## config.mk

```make
export PLATFORM = sky130hd
export DESIGN_NAME = unary_vector_decoder
export DESIGN_NICKNAME = d
export VERILOG_FILES = /design/src/rtl/unary_vector_decoder.sv
export SDC_FILE = /design/constraint.sdc
export NUM_CORES = 1
export LEC_CHECK = 0
export CORE_UTILIZATION = 55
export CTS_CLUSTER_SIZE = 16
export DETAILED_ROUTE_END_ITERATION = 8
export PLACE_DENSITY = 0.77
export SYNTH_ARGS = -nofsm -noshare
export SYNTH_HDL_FRONTEND = slang
export SYNTH_SLANG_ARGS = --single-unit
```

## constraint.sdc

```tcl
create_clock -name clk -period 2.6 [get_ports clk]
set_clock_uncertainty 0.05 [all_clocks]
set_input_delay 0.39 -clock clk [delete_from_list [all_inputs] [get_ports clk]]
set_output_delay 0.39 -clock clk [all_outputs]
set_load 0.05 [all_outputs]
```

## src/rtl/unary_vector_decoder.sv

```systemverilog
// Counts DIM framed signed unary pulse streams and presents binary lane sums on a valid/ready register.
// Optional macro UNARY_DEC_SAT_EN: per-lane saturation plus a sticky out_sat flag per frame.
module unary_vector_decoder #(
  parameter int unsigned DIM     = 16,
  parameter int unsigned WIDTH   = 4,
  parameter int unsigned OWIDTH  = 2*WIDTH+1,
  parameter int unsigned MAX_LEN = 2**(2*WIDTH)
) (
  input  logic                          clk,
  input  logic                          reset_n,
  input  logic                          start,
  input  logic                          last,
  input  logic [DIM-1:0]                unary_in,
  input  logic [DIM-1:0]                neg_in,
  output logic                          in_ready,
  output logic [DIM-1:0][OWIDTH-1:0]    out_data,
  output logic                          out_valid,
  input  logic                          out_ready,
  output logic                          out_timeout,
`ifdef UNARY_DEC_SAT_EN
  output logic [DIM-1:0]                out_sat,
`endif
  output logic                          busy
);

  localparam int unsigned CW = $clog2(MAX_LEN + 1);
  localparam logic [OWIDTH-1:0] ONE  = OWIDTH'(1);
`ifdef UNARY_DEC_SAT_EN
  localparam logic [OWIDTH-1:0] MAXV = {1'b0, {(OWIDTH-1){1'b1}}};
  localparam logic [OWIDTH-1:0] MINV = {1'b1, {(OWIDTH-1){1'b0}}};
`endif

  typedef enum logic {IDLE, ACCUM} state_t;

  state_t                         r_state;
  logic [CW-1:0]                  r_cnt;
  logic [DIM-1:0][OWIDTH-1:0]     r_acc;
  logic [DIM-1:0][OWIDTH-1:0]     r_out_data;
  logic                           r_out_valid;
  logic                           r_out_timeout;

  logic                           w_active;
  logic                           w_close;
  logic                           w_timeout;
  logic [CW-1:0]                  w_cnt_next;
  logic [OWIDTH-1:0]              w_base;
  logic [DIM-1:0][OWIDTH-1:0]     w_sum;

`ifdef UNARY_DEC_SAT_EN
  logic [DIM-1:0]                 r_sat;
  logic [DIM-1:0]                 r_out_sat;
  logic [DIM-1:0]                 w_sat_next;
`endif

  assign in_ready    = ~r_out_valid | out_ready;
  assign busy        = (r_state == ACCUM);
  assign out_data    = r_out_data;
  assign out_valid   = r_out_valid;
  assign out_timeout = r_out_timeout;
`ifdef UNARY_DEC_SAT_EN
  assign out_sat     = r_out_sat;
`endif

  // A start always opens a fresh frame (aborting any open one); otherwise only ACCUM counts.
  assign w_active   = in_ready & (start | (r_state == ACCUM));
  assign w_cnt_next = start ? CW'(1) : (r_cnt + CW'(1));
  assign w_close    = w_active & (last | (w_cnt_next == CW'(MAX_LEN)));
  assign w_timeout  = w_close & ~last;

  // Per-lane next sum including this cycle's contribution.
  always_comb begin
    w_base = '0;
    w_sum  = '0;
`ifdef UNARY_DEC_SAT_EN
    w_sat_next = '0;
`endif
    for (int l = 0; l < DIM; l++) begin
      w_base   = start ? '0 : r_acc[l];
      w_sum[l] = w_base;
`ifdef UNARY_DEC_SAT_EN
      w_sat_next[l] = start ? 1'b0 : r_sat[l];
      if (unary_in[l]) begin
        if (neg_in[l]) begin
          if (w_base == MINV) w_sat_next[l] = 1'b1;
          else                w_sum[l]      = w_base - ONE;
        end else begin
          if (w_base == MAXV) w_sat_next[l] = 1'b1;
          else                w_sum[l]      = w_base + ONE;
        end
      end
`else
      if (unary_in[l]) begin
        w_sum[l] = neg_in[l] ? (w_base - ONE) : (w_base + ONE);
      end
`endif
    end
  end

  // Frame FSM, accumulators and output register.
  always_ff @(posedge clk or negedge reset_n) begin
    if (!reset_n) begin
      r_state       <= IDLE;
      r_cnt         <= '0;
      r_acc         <= '0;
      r_out_data    <= '0;
      r_out_valid   <= 1'b0;
      r_out_timeout <= 1'b0;
`ifdef UNARY_DEC_SAT_EN
      r_sat         <= '0;
      r_out_sat     <= '0;
`endif
    end else begin
      if (r_out_valid & out_ready) begin
        r_out_valid   <= 1'b0;
        r_out_timeout <= 1'b0;
      end
      if (w_active) begin
        if (w_close) begin
          r_state       <= IDLE;
          r_cnt         <= '0;
          r_acc         <= '0;
          r_out_data    <= w_sum;
          r_out_valid   <= 1'b1;
          r_out_timeout <= w_timeout;
`ifdef UNARY_DEC_SAT_EN
          r_sat         <= '0;
          r_out_sat     <= w_sat_next;
`endif
        end else begin
          r_state <= ACCUM;
          r_cnt   <= w_cnt_next;
          r_acc   <= w_sum;
`ifdef UNARY_DEC_SAT_EN
          r_sat   <= w_sat_next;
`endif
        end
      end
    end
  end

endmodule

```

Word-level counts from Yosys, hierarchy flattened
Index checks and enable logic that the tools add are counted.
{"block": "word_totals", "ff_bits": 300, "inputBits": 37, "out_inout_bits": 148, "wordCells": 138}
{"block": "op_classes", "add_sub_neg": 33, "eq_ne": 1, "muxes": 58, "bitwise": 9, "n_reduce_logical": 1}
{"op": "9-bit two-way mux", "n": 50}
{"op": "9-bit by 1-bit adder with 9-bit output (second input constant)", "n": 17}
{"op": "144-bit two-way mux", "n": 1}
{"op": "9-bit by 1-bit subtractor with 9-bit output (second input constant)", "n": 16}
{"op": "9-bit equality test (second input constant)", "n": 1}
{"op": "1-bit two-way mux", "n": 7}
{"op": "1-bit bitwise AND", "n": 4}
{"op": "1-bit OR", "n": 3}
{"op": "1-bit inverter", "n": 2}
{"op": "2-bit AND reduction", "n": 1}

Longest topological paths before layout
Gate-level depths: netlist (run 1).
{"block": "logic_depth", "ltp_word": 8, "ltp_mapped": 12, "mapped_depth_nobuf": 9}

Worst setup path after synthesis (run 1)
OpenSTA, ideal clock, no wires.
{"block": "synth_timing", "path_type": "input port to flip-flop", "startpoint": "input start", "endpoint": "register r_acc[44] (netlist bit)", "setup_ns": 0.133, "arrival_ns": 3.088, "required_time_ns": 2.417, "path_slack_ns": -0.672, "cell_stages": 12, "path_buffers": 4, "path_cell_list": "clkbuf_1 > clkbuf_1 > buf_2 > clkbuf_1 > nor2b_1 > fa_1 > a211oi_1 > nor3_1 > or4_1 > nand3_1 > xnor2_1 > o21ai_0"}
{"block": "synth_via", "elab_chain_cells": 5, "elab_cells_between_ends": 12, "classes_between": "add/sub (2); eq/ne (1); mux (5); bitwise (4)"}
{"element": "start: declaration", "line": "11", "rtl": "input logic start,"}
{"element": "9-bit two-way mux, on equally long branches", "line": "78, 66"}
{"element": "9-bit by 1-bit adder with 9-bit output, or another cell as far along", "line": "93", "rtl": "w_sum[l] = neg_in[l] ? (w_base - ONE) : (w_base + ONE);"}
{"element": "9-bit two-way mux / 1-bit OR (equally long branches)", "line": "93, 67"}
{"element": "9-bit two-way mux / 1-bit bitwise AND (equally long branches)", "line": "92, 67"}
{"element": "144-bit two-way mux", "line": "118", "rtl": "if (w_close) begin"}
{"element": "end signal: assignment", "line": "132", "rtl": "r_acc <= w_sum;"}
{"element": "end: declaration", "line": "37", "rtl": "logic [DIM-1:0][OWIDTH-1:0] r_acc;"}
Several ways; a longest one is shown, not always the timed one.
A chain may end at the register's enable or synchronous reset.

Worst setup path in the final report (run 1)
{"block": "layout_timing", "startpoint": "register r_cnt[0]", "endpoint": "register r_out_data, in the netlist out_data[75]"}
{"block": "layout_via", "elab_chain_cells": 6}
{"element": "start: declaration", "line": "36", "rtl": "logic [CW-1:0] r_cnt;"}
{"element": "start signal: assignment", "line": "131", "rtl": "r_cnt <= w_cnt_next;"}
{"element": "9-bit by 1-bit adder with 9-bit output", "line": "66", "rtl": "assign w_cnt_next = start ? CW'(1) : (r_cnt + CW'(1));"}
{"element": "9-bit two-way mux", "line": "66"}
{"element": "9-bit equality test", "line": "67", "rtl": "assign w_close = w_active & (last | (w_cnt_next == CW'(MAX_LEN)));"}
{"element": "1-bit OR", "line": "67"}
{"element": "1-bit bitwise AND", "line": "67"}
{"element": "2-bit AND reduction (no line)"}
{"element": "end signal: assignment", "line": "122", "rtl": "r_out_data <= w_sum;"}
{"element": "end: declaration", "line": "38", "rtl": "logic [DIM-1:0][OWIDTH-1:0] r_out_data;"}
No other way between the ends.

==> impl_metrics.tcl, run 1 <==
set metrics [dict create \
    critPathMaxStageDelay_ps 450 \
    timing.hold.ws_ps 365 \
    drt_iter0_drc 1041 \
    gp_congestion 0.939 \
    antenna_found_initial 0 \
    cts_sinks 300 \
    combPwrFrac_pct 42.4 \
    drt-total-wl_um 53900 \
    wire_per_inst_um 18.0 \
    power_switching_mw 7.92 \
    p_leak_nw 11.1 \
    synth_top_cell_by_area "dfrtp_1" \
    swShare_pct 39.1 \
    clock_latency_ps 520 \
    rows 68 \
    cp-start-kind "flip-flop" \
    numPortBuffers 184 \
    initial_utilization_pct 55.8 \
    path_cells "ha_4 -> nand2_1 -> xor2_1 -> o41a_1 -> o31a_4 -> buf_12 -> o21ai_0 -> o21ai_0" \
    rsz0062_at_grt "false" \
    netlist_instances 2139 \
    power.density_nw_per_um2 809 \
    power_frac_seq_pct 31.7 \
    hold_class "in2async" \
    grt-ovfl-total 0 \
    maxCapViolations 0 \
    async_flop_share_pct 100 \
    period_needed_ps 2510 \
    ir_drop_mv 0.666 \
    n_antenna_cell 0 \
    drive_above_1_share_pct 15.4 \
    finalHoldViolations 0 \
    grt_max_degree 73 \
    synth_top_cells_by_count "o21ai_0, dfrtp_1, nand2_1" \
    endpoint_kind "flip-flop" \
    cp.arrival_ps 2830 \
    grt_pass1_vias 17900 \
    synth_seq_cells 300 \
    dieArea_um2 35700 \
    rrSetupSlack_ps 90 \
    synthTopCellsByArea "dfrtp_1, o21ai_0, ha_1, nor2b_1, nand2_1" \
    drt.antenna.violating_nets 0 \
    regToRegStartpoint "r_cnt[0]" \
    synth_ff_type "dfrtp_1" \
    num_vias 17800 \
    critPathBufInv 1 \
    worst_pin_slew_ps 681 \
    max_freq_mhz 399 \
    synth_top_area_share_pct 39.0 \
    required_ps 2920 \
    cts_buffers 35 \
    die_h_um 189 \
    io_pins 185 \
    cts_max_path_buffers 3 \
    clkTransAtPathRegs_ps 60 \
    ys_warn_count 0 \
    post-route-period-util_pct 96.4 \
    syn_area_per_cell_um2 8.99 \
    cts_tree "built" \
    seq_area_um2 7510 \
    yosys.cell_types.count 56 \
    timing.final.ws_setup_ps 93.0 \
    crit_fanout 62 \
    yosysSeqAreaShare_pct 39.0 \
    cts_root_buffer "clkbuf_16" \
    p_clk_share_pct 25.8 \
    place_worst_setup_slack_ps -242 \
    fp.dieW_um 189 \
    crit_top_cell "o21ai_0" \
    grt_usage_pct 30.4 \
    syn-cell-area_um2 19200 \
    drt_pass1_iterations 6 \
    power.internal_mw 12.4 \
    setup_violations 0 \
    area_growth_pct 30.4 \
    core_area_um2 34500 \
    r2r_end "out_data[75]" \
    relSlewSlack_pct 54.5 \
    drc_errors 0 \
    grt_pass1_wl_um 89000 \
    fill_cells 2592 \
    post-cts-setup-buffers 0 \
    dp.final_hpwl_um 37600 \
    cp_slowest_cell "o31a_4" \
    htree_levels 2 \
    multi_input_area_um2 11200 \
    slew_violations 0 \
    worstSetupPathType "reg2reg" \
    status "completed" \
    syn_nets 2305 \
    cpLargestDelayFamily "compound AO/OA/AOI/OAI gates" \
    via_per_inst 5.94 \
    num-nets-final 2681 \
    synth.most_common_cell "o21ai_0" \
    rr_worst_depth 8 \
    synth-edff-count 0 \
]
## layout make-up
cell class	count	area share (%)
Inverter	14	0.210
Multi-Input combinational cell	1678	44.7
Timing Repair Buffer	486	18.0
Clock inverter	10	0.728
Clock buffer	50	4.17
Tap cell	455	2.27
Sequential cell	300	29.9
## per-stage QoR
stage | cells | instance area [um^2] | power (mW) | TNS, ps | util [%]
after floorplan | 2139 | 19400 | 11.7 | 0 | -
after global placement | 2932 | 23800 | 14.7 | -12360 | 69.1
after detailed placement | 2932 | 23800 | 15.0 | -19080 | 69.1
after CTS | 2993 | 25100 | 20.4 | 0 | 72.7
after global routing | 2993 | 25100 | 21.3 | 0 | 72.8
final | 2993 | 25100 | 20.3 | 0 | 72.8
## logic make-up after synthesis
family | Yosys count | share of synthesized area [%]
simple gates | 588 | 15.6
mux | 95 | 4.94
buf+inv | 161 | 3.35
compound gates | 733 | 22.0
fa+ha+maj | 129 | 9.01
flops | 300 | 39.0
xor+xnor | 133 | 6.05
## cell usage in the layout (no fill, tap or decap), drive strengths merged, types with 16 or more instances in the layout
master         instances
o21ai                383
buf                  304
dfrtp                300
nand2                261
clkdlybuf4s50        181
nor2b                157
a21oi                135
ha                   113
xnor2                110
mux2i                 95
o31ai                 83
clkbuf                50
nand3                 34
a31oi                 29
nor2                  24
nand2b                23
xor2                  23
nor3b                 20
a21o                  17
nor3                  17
a22oi                 16
fa                    16
## layer usage
layer	vias up	global-route usage [%]	part of all wire, %
li1	8418	-	-
met1	8736	38.3	42
met2	508	53.1	50
met3	104	4.11	4.8
met4	0	11.4	3.1
met5	-	0	0
## flip-flops by register name, summed over array words and instances (netlist names)
name and flops:
r_cnt 9, busy 1, out_timeout 1, r_acc 144
out_data 144, out_valid 1
## what timing repair did
item                                   4_1_cts  5_1_grt
endpoints found under the hold margin       50        0
hold buffers                                 1        0
pin swaps                                    0        1
setup endpoints to repair                    4      106
gates cloned                                 0        0
resized for setup                            2       11
## worst max-delay path by stage
stage,start,end,slack (ps),cells past startpoint
3_3_place_gp,neg_in[15],out_data[143],-150,9
5_1_grt,r_cnt[0],out_data[101],2,9
6_report,r_cnt[0],out_data[75],90,8
3_5_place_dp,neg_in[2],out_data[26],-240,9
4_1_cts,r_cnt[0],out_data[126],40,8
2_1_floorplan,start,r_acc[62],5,12
## power by group through the flow
stage          Sequential (mW)  Combinational [mW]  Clock [mW]
2_1_floorplan             8.53                3.18           0
3_3_place_gp              6.42                8.33           0
3_5_place_dp              6.46                8.54           0
4_1_cts                   6.42                8.61        5.32
5_1_grt                   6.54                9.23        5.49
6_report                  6.43                8.61        5.24
No activity file was read; power rests on OpenSTA's default activity.
==> run 2, diff against run 1 <==
- ABC_AREA: not set -> 1
- CORE_ASPECT_RATIO: not set -> 0.8
==> run 2 against run 1 <==
Compared with the run above: clock-buffer cell count decreased by 5; sequential power decreased by 2%; setup slack improved by 88 ps; hold slack got worse by 19 ps; critical path depth increased by 4; global-route usage decreased by 0.29 points; sequential cell count unchanged; maximum frequency increased by 3.6%; register-to-register slack improved by 90 ps.
==> impl_metrics.tcl, run 2 <==
set metrics [dict create \
    drt_iter0_drc 1970 \
    crit_end "out_data[121]" \
    ys_warn_count 0 \
    combPwrFrac_pct 41.3 \
    final_area_um2 25000 \
    syn-cell-area_um2 21200 \
    die_h_um 178 \
    power_switching_mw 8.18 \
    drc_errors 0 \
    finalHoldViolations 0 \
    r2r_end "out_data[121]" \
    hold_class "in2async" \
    power_frac_seq_pct 32.1 \
    initial_utilization_pct 56.4 \
    ir_drop_mv 0.633 \
    htree_levels 2 \
    slew_violations 0 \
    drt-total-wl_um 58100 \
    dp.final_hpwl_um 38300 \
    gp_congestion 0.948 \
    status "completed" \
    post-route-period-util_pct 93.1 \
    cts_root_buffer "clkbuf_16" \
    timing.final.ws_setup_ps 181 \
    drt_pass1_iterations 5 \
    yosysSeqAreaShare_pct 35.4 \
    cts_tree "built" \
    synth_seq_cells 300 \
    netlist_instances 3224 \
    clock_latency_ps 530 \
    crit_fanout 69 \
    layout_common_cells "nand2_1, inv_1, dfrtp_1" \
    required_ps 3010 \
    synth_top_area_share_pct 35.4 \
    place_worst_setup_slack_ps 1.87 \
    cts_sinks 300 \
    post-cts-setup-buffers 0 \
    grt_max_degree 154 \
    synth_top_cells_by_count "nand2_1, inv_1, dfrtp_1" \
    num-nets-final 3542 \
    max_freq_mhz 413 \
    cp-startpoint "r_cnt[0]" \
    setup_violations 0 \
    cts_max_path_buffers 3 \
    power.density_nw_per_um2 788 \
    via_per_inst 5.42 \
    maxCapViolations 0 \
    timing.hold.ws_ps 346 \
    endpoint_kind "flip-flop" \
    async_flop_share_pct 100 \
    fin_setup_tns_ps 0 \
    cts_buffers 35 \
    synth.most_common_cell "nand2_1" \
    yosys.cell_types.count 26 \
    clkTransAtPathRegs_ps 60 \
    fill_cells 3231 \
    rrSetupSlack_ps 180 \
    antenna_found_initial 1 \
    p_clk_share_pct 26.6 \
    worstSetupPathType "reg2reg" \
    syn_nets 3390 \
    drive_above_1_share_pct 4.27 \
    synth-edff-count 0 \
    period_needed_ps 2420 \
    grt_pass1_wl_um 98600 \
    drt.antenna.violating_nets 0 \
    synth_ff_type "dfrtp_1" \
    rsz0062_at_grt "false" \
    p_leak_nw 14.0 \
    syn_area_per_cell_um2 6.57 \
    core_area_um2 37500 \
    synthTopCellsByArea "dfrtp_1, nand2_1, inv_1, ha_1, nand3_1" \
    dieArea_um2 39300 \
    fin_util_pct 66.7 \
    synth_top_cell_by_area "dfrtp_1" \
    cp.arrival_ps 2830 \
    num_vias 21100 \
    worst_pin_slew_ps 839 \
    swShare_pct 41.5 \
    final_common_cell "nand2_1" \
    place_inst 3825 \
    grt-ovfl-total 0 \
    cts_hold_buf 1 \
    power.internal_mw 11.5 \
    layout.cells.non_filler 3887 \
    relSlewSlack_pct 44.1 \
    grt_pass1_vias 20100 \
    cts_resized 0 \
    place_area_um2 23800 \
    grt_usage_pct 30.1 \
    cp-start-kind "flip-flop" \
    rows 63 \
    regToRegStartpoint "r_cnt[0]" \
    rr_worst_depth 12 \
    area_growth_pct 18.1 \
    fp.dieW_um 221 \
    p_total_mw 19.7 \
    numPortBuffers 184 \
    wire_per_inst_um 15.0 \
    io_pins 185 \
]
[run 2: cell types whose count changed in the layout (fill, tap and decap cells not counted), moves of 164 or more]
cell and change:
buf_4 -211, inv_1 +382, nand2_1 +1141, nand3_1 +236, nand4_1 +164, nor2_1 +167
o21ai_0 -301
[run 2: final cells by class]
class / instances / area, um^2 / share of cell area, %
multi-input cells: 2360 / 11400 / 45.8
repair buffers: 262 / 2690 / 10.8
well taps: 487 / 609 / 2.44
clock buffers: 45 / 953 / 3.81
inverters: 417 / 1570 / 6.29
clock inverters: 15 / 233 / 0.930
flip-flops and latches: 300 / 7510 / 30.0
diodes: 1 / 2.50 / 0.0100
[run 2: how the worst min path moves through the flow]
stage | from | endpoint | slack, ps
3_3_place_gp | reset_n | out_data[142] | 330
6_report | reset_n | out_data[142] | 350
5_1_grt | reset_n | out_data[126] | 420
3_5_place_dp | reset_n | out_data[142] | 330
4_1_cts | reset_n | out_data[142] | 370
2_1_floorplan | reset_n | busy | 40
[run 2: power by group through the flow]
stage	clock network [mW]	logic, mW	registers [mW]
after global routing	5.51	8.84	6.45
after detailed placement	0	8.07	6.38
after global placement	0	7.91	6.35
after floorplan	0	3.27	8.49
after CTS	5.32	8.12	6.32
final	5.24	8.14	6.33
[run 2: cells by family after synthesis]
logic type / share of synthesized area, %
fa+ha+maj: 8.19
compound gates: 3.44
simple gates: 40.3
xor+xnor: 1.99
flops: 35.4
buf+inv: 10.6
[run 2: metal layers]
| metal | GRT usage, % | vias up | wire length, um |
|---|---|---|---|
| met1 | 42.3 | 9855 | 27100 |
| met2 | 48.3 | 701 | 25800 |
| met5 | 0 | - | 0 |
| li1 | - | 10400 | - |
| met4 | 9.38 | 0 | 1390 |
| met3 | 4.17 | 92 | 3870 |
[run 2: critical path: stages (launching register included)]
cell     delay [ps]
dfrtp_1         440
ha_1            230
nand2_1         120
nand2_1         110
nor2_1           50
nor2_1          120
nand3_1         120
nor2_2          230
nand3_4         140
nand2_4         120
buf_12          310
nand2_1         180
nand2_1         100
